<file path="src/rtl/lcd_row_writer.sv">
// lcd_row_writer: HD44780 8-bit write-only driver; power-up init, then 16-char row writes to line 1/2.
// Optional LCD_SKIP_SAME_EN: skip rewriting a line whose last written row is unchanged.
module lcd_row_writer #(
   parameter int POWERUP_CYC    = 1000000,
   parameter int E_PULSE_CYC    = 25,
   parameter int CMD_WAIT_CYC   = 2500,
   parameter int CLEAR_WAIT_CYC = 100000
) (
   input  logic         clk,
   input  logic         rst,
   input  logic [127:0] ascii_row,
   input  logic         row_sel,
   input  logic         start,
   output logic         ready,
   output logic         busy,
   output logic         done,
   output logic         lcd_rs,
   output logic         lcd_rw,
   output logic         lcd_e,
   output logic [7:0]   lcd_data
);
   localparam int MAX_CYC = POWERUP_CYC > CLEAR_WAIT_CYC ? POWERUP_CYC : CLEAR_WAIT_CYC;
   localparam int CW = $clog2(MAX_CYC) + 1;
   typedef enum logic [2:0] {PWRUP, INIT, IDLE, WRITE, FIN} state_t;
   typedef enum logic [1:0] {SETUP, EHI, HOLD} phase_t;
   state_t state_q, state_d;
   phase_t ph_q, ph_d;
   logic [CW-1:0] cnt_q, cnt_d, hold_end;
   logic [4:0] idx_q, idx_d;
   logic [127:0] row_q, row_d;
   logic sel_q, sel_d, e_q, e_d, rs_q, rs_d, done_q, done_d, ready_q, ready_d, busy_q, busy_d;
   logic [7:0] data_q, data_d, next_byte;
   logic last_byte, hit;
   assign hold_end = (!rs_q && data_q == 8'h01) ? CW'(CLEAR_WAIT_CYC - 1) : CW'(CMD_WAIT_CYC - 1);
   assign last_byte = (state_q == INIT) ? idx_q == 5'd3 : idx_q == 5'd16;
   // idx_q is the byte just finished; character idx_q+1 sits at [127-8*idx_q -: 8]
   assign next_byte = (state_q == INIT) ? (idx_q == 5'd0 ? 8'h0C : idx_q == 5'd1 ? 8'h06 : 8'h01)
                                        : row_q[{~idx_q[3:0], 3'b000} +: 8];
`ifdef LCD_SKIP_SAME_EN
   logic [1:0][127:0] sh_q, sh_d;
   logic [1:0] vld_q, vld_d;
   assign hit = vld_q[row_sel] && ascii_row == sh_q[row_sel];
   always_comb begin
      sh_d  = sh_q;
      vld_d = vld_q;
      if (state_q == INIT) vld_d = '0;
      else if (state_q == FIN) begin
         sh_d[sel_q]  = row_q;
         vld_d[sel_q] = 1'b1;
      end
   end
   always_ff @(posedge clk) begin
      if (rst) begin
         sh_q  <= '0;
         vld_q <= '0;
      end else begin
         sh_q  <= sh_d;
         vld_q <= vld_d;
      end
   end
`else
   assign hit = 1'b0;
`endif
   always_comb begin
      state_d = state_q;
      ph_d    = ph_q;
      cnt_d   = cnt_q;
      idx_d   = idx_q;
      row_d   = row_q;
      sel_d   = sel_q;
      e_d     = e_q;
      rs_d    = rs_q;
      data_d  = data_q;
      done_d  = 1'b0;
      ready_d = ready_q;
      busy_d  = busy_q;
      case (state_q)
         PWRUP:
            if (cnt_q == CW'(POWERUP_CYC - 1)) begin
               state_d = INIT;
               ph_d    = SETUP;
               cnt_d   = '0;
               idx_d   = '0;
               rs_d    = 1'b0;
               data_d  = 8'h38;
            end else cnt_d = cnt_q + 1'b1;
         INIT, WRITE:
            if (ph_q == SETUP) begin
               ph_d  = EHI;
               cnt_d = '0;
               e_d   = 1'b1;
            end else if (ph_q == EHI) begin
               if (cnt_q == CW'(E_PULSE_CYC - 1)) begin
                  ph_d  = HOLD;
                  cnt_d = '0;
                  e_d   = 1'b0;
               end else cnt_d = cnt_q + 1'b1;
            end else if (cnt_q != hold_end) cnt_d = cnt_q + 1'b1;
            else if (!last_byte) begin
               ph_d   = SETUP;
               cnt_d  = '0;
               idx_d  = idx_q + 5'd1;
               rs_d   = state_q == WRITE;
               data_d = next_byte;
            end else begin
               state_d = state_q == INIT ? IDLE : FIN;
               ready_d = 1'b1;
               busy_d  = 1'b0;
               done_d  = state_q == WRITE;
            end
         IDLE:
            if (start) begin
               row_d = ascii_row;
               sel_d = row_sel;
               if (hit) begin
                  state_d = FIN;
                  done_d  = 1'b1;
               end else begin
                  state_d = WRITE;
                  ph_d    = SETUP;
                  cnt_d   = '0;
                  idx_d   = '0;
                  busy_d  = 1'b1;
                  rs_d    = 1'b0;
                  data_d  = row_sel ? 8'hC0 : 8'h80;
               end
            end
         default: state_d = IDLE;
      endcase
   end
   always_ff @(posedge clk) begin
      if (rst) begin
         state_q <= PWRUP;
         ph_q    <= SETUP;
         cnt_q   <= '0;
         idx_q   <= '0;
         row_q   <= '0;
         sel_q   <= 1'b0;
         e_q     <= 1'b0;
         rs_q    <= 1'b0;
         data_q  <= '0;
         done_q  <= 1'b0;
         ready_q <= 1'b0;
         busy_q  <= 1'b1;
      end else begin
         state_q <= state_d;
         ph_q    <= ph_d;
         cnt_q   <= cnt_d;
         idx_q   <= idx_d;
         row_q   <= row_d;
         sel_q   <= sel_d;
         e_q     <= e_d;
         rs_q    <= rs_d;
         data_q  <= data_d;
         done_q  <= done_d;
         ready_q <= ready_d;
         busy_q  <= busy_d;
      end
   end
   assign ready    = ready_q;
   assign busy     = busy_q;
   assign done     = done_q;
   assign lcd_rs   = rs_q;
   assign lcd_rw   = 1'b0;
   assign lcd_e    = e_q;
   assign lcd_data = data_q;
endmodule

</file>
<file path="config.mk">
export PLATFORM = sky130hd
export DESIGN_NAME = lcd_row_writer
export DESIGN_NICKNAME = d
export VERILOG_FILES = /design/src/rtl/lcd_row_writer.sv
export SDC_FILE = /design/constraint.sdc
export NUM_CORES = 1
export LEC_CHECK = 0
export BUFFER_PORTS_ARGS = -buffer_cell sky130_fd_sc_hd__buf_2
export CAP_MARGIN = 20
export CORE_ASPECT_RATIO = 1.75
export CORE_UTILIZATION = 56
export CTS_BUF_LIST = sky130_fd_sc_hd__clkbuf_8 sky130_fd_sc_hd__clkbuf_16
export DETAILED_ROUTE_END_ITERATION = 10
export PLACE_DENSITY = 0.85
export SYNTH_ARGS = -nofsm -noshare
export SYNTH_HDL_FRONTEND = slang
export SYNTH_SLANG_ARGS = --single-unit
</file>
<file path="constraint.sdc">
create_clock -name clk -period 2.9 [get_ports clk]
set_clock_uncertainty 0.1 [all_clocks]
set_input_delay 0.725 -clock clk [delete_from_list [all_inputs] [get_ports clk]]
set_output_delay 0.725 -clock clk [all_outputs]
set_load 0.02 [all_outputs]
</file>
==> impl_metrics.json <==
{
  "firstDrtPassIters": 5,
  "hold_path_class": "register to register",
  "io_pins": 146,
  "syn_area_um2": 7750,
  "ys_types": 51,
  "placed_area_um2": 8750,
  "clock_tree.buffer_depth": 2,
  "async_flop_share_pct": 0,
  "period_share_pct": 96.1,
  "synth_top_area_share_pct": 44.4,
  "start_kind": "register",
  "gp_congestion": 0.967,
  "seq_area_frac_synth_pct": 44.4,
  "postCtsHoldBufs": 0,
  "post_cts_resized": 0,
  "grt_max_degree": 81,
  "antenna_found_initial": 0,
  "drt_iter0_drc": 594,
  "syn_inst": 936,
  "die_area_um2": 14300,
  "fp-row-count": 56,
  "num_antenna_cells": 0,
  "cts_num_sinks": 172,
  "ir_drop_mv": 0.439,
  "synth-edff-count": 0,
  "area_growth_pct": 21.1,
  "worst_ep_required_time_ns": 3.13,
  "drc_errors": 0,
  "syn_nets": 1073,
  "ant_nets": 0,
  "core_um2": 13500,
  "fin_area_um2": 9390,
  "post-cts-setup-buffers": 0,
  "cts_buffers": 17,
  "start_util_pct": 57.6,
  "htree_levels": 4,
  "worstSetupPathType": "register to register",
  "clk_pin_slew_ns": 0.08,
  "grt_pass1_wl_um": 34300,
  "avgSynthCellArea_um2": 8.28,
  "crit_fanout": 15,
  "dp_cells": 1216,
  "cts_root_buf": "clkbuf_16",
  "wl_per_cell_um": 17.4,
  "power_density_nw_per_um2": 516,
  "track_usage_pct": 30.9,
  "cap_violations": 0,
  "avgViaCountPerCell": 5.92,
  "rsz0062_at_grt": "no",
  "final_hold_viol_count": 0,
  "synth_top_cell_by_area": "dfxtp_1",
  "synth_seq_cells": 172,
  "hpwl_um": 15100,
  "dr_total_vias": 7389,
  "drv_slew": 0,
  "layout_min_cycle_time_ns": 2.79,
  "clock_latency_ns": 0.44,
  "instances_no_fill": 1248,
  "die_x_um": 90.9,
  "yosysWarnings": 0,
  "yosys_most_used_dff": "dfxtp_1",
  "yosys.cell_count.top_type": "nand2_1",
  "cp.arrival_ns": 3.01,
  "fp.dieH_um": 158,
  "worst_pin_slew_ns": 0.702,
  "netlist_top_cells_count": "283 x nand2_1, 172 x dfxtp_1, 148 x a21oi_1",
  "port_buffers": 144,
  "wl_um": 21700,
  "fmax_mhz": 359,
  "status": "finished clean",
  "cts_tree": "built",
  "slew-limit-headroom_pct": 53.2,
  "endpoint_kind": "register",
  "gr-total-overflow": 0,
  "ys_top_cells_by_area": "dfxtp_1 44%, nand2_1 14%, mux4_2 9.6%",
  "drive_above_1_share_pct": 24.6,
  "fin_nets": 1198,
  "leakagePower_nw": 3.32,
  "setup_tns_ns": 0,
  "setup_viol": 0,
  "grt_pass1_vias": 7054
}
==> critical path: stages (launching register included) <==
cell      delay (ns)
dfxtp_1         0.38
nand4_1         0.19
or4_4           0.54
o311a_1         0.36
or4_4           0.47
o21bai_4        0.19
buf_12          0.16
mux2i_1         0.23
nor2_1          0.06
==> final cells by class <==
cell class                 count  area (um2)
inverter                       9        33.8
clock inverter                15         186
sequential                   172        3450
timing repair buffer         176        1040
multi-input combinational    685        4040
fill                        1033        4060
clock buffer                  17         425
tap                          174         218
==> through the flow <==
| stage | worst slack, ns | utilization, % | hold WS (ns) | total power (W) |
|---|---|---|---|---|
| after CTS | 0.0156 | 69.6 | 0.354 | 0.00486 |
| after global routing | 0.00620 | 69.8 | 0.366 | 0.00497 |
| after detailed placement | 0.0841 | 65.0 | 0.344 | 0.00258 |
| after floorplan | 0.254 | - | 0.333 | 0.00247 |
| final | 0.114 | 69.8 | 0.352 | 0.00484 |
| after global placement | 0.169 | 65.0 | 0.338 | 0.00258 |
==> where the power goes <==
part           internal, W  switching (W)
Clock              0.00118        0.00114
Combinational    0.0000760      0.0000841
Sequential         0.00236     0.00000475
==> layout by cell type (no fill, tap or decap), types with 4 or more instances in the layout <==
cell and n:
nand2_1 283, dfxtp_1 169, a21oi_1 148, buf_2 143, nor2_1 49, mux4_2 33, buf_4 27, nand3_1 25
mux2i_1 19, clkbuf_16 17, a31oi_1 11, inv_1 9, nor3_1 9, and3_1 9, nand4_1 8, o21ai_0 8
xnor2_1 7, buf_12 6, nand4b_1 5, a211oi_1 5, o22ai_1 5, clkinv_8 5, o21bai_1 4, a211oi_2 4
ha_1 4, inv_8 4
==> routing by layer <==
layer  wire (um)  GRT usage, %  vias to the layer above
met1        7680          32.1                     3467
li1            -             -                     3477
met2       11300          55.5                      350
met4        1530          21.8                        0
met3        1170          6.15                       95
met5           0             0                        -
==> registers in the layout (all words and copies together) (netlist names), 2 cells and up <==
register / count
state_q: 3
row_q: 128
lcd_data: 8
idx_q: 5
cnt_q: 21
ph_q: 2
==> cells by family (layout without fill, tap and decap cells) <==
logic type | count (synthesis) | in the layout | synth area share, %
and+or+nand+nor | 420 | 420 | 23.2
AOI/OAI and AO/OA | 197 | 197 | 14.2
DFF | 172 | 172 | 44.4
buffers and inverters | 79 | 217 | 4.05
muxes | 52 | 52 | 12.0
xor gates and xnor gates | 10 | 10 | 1.13
adders and majority gates | 5 | 5 | 0.807
other | 1 | 1 | 0.0484
==> final timing paths <==
kind | startpoint | end | slack [ns] | cells past startpoint
worst max-delay path | cnt_q[19] | lcd_data[3] | 0.11 | 8
worst min-delay path | row_q[76] | row_q[76] | 0.35 | 2
worst max register to register | cnt_q[19] | lcd_data[3] | 0.11 | 8
worst min register to register | row_q[76] | row_q[76] | 0.35 | 2
No activity file was read; power rests on OpenSTA's default activity.
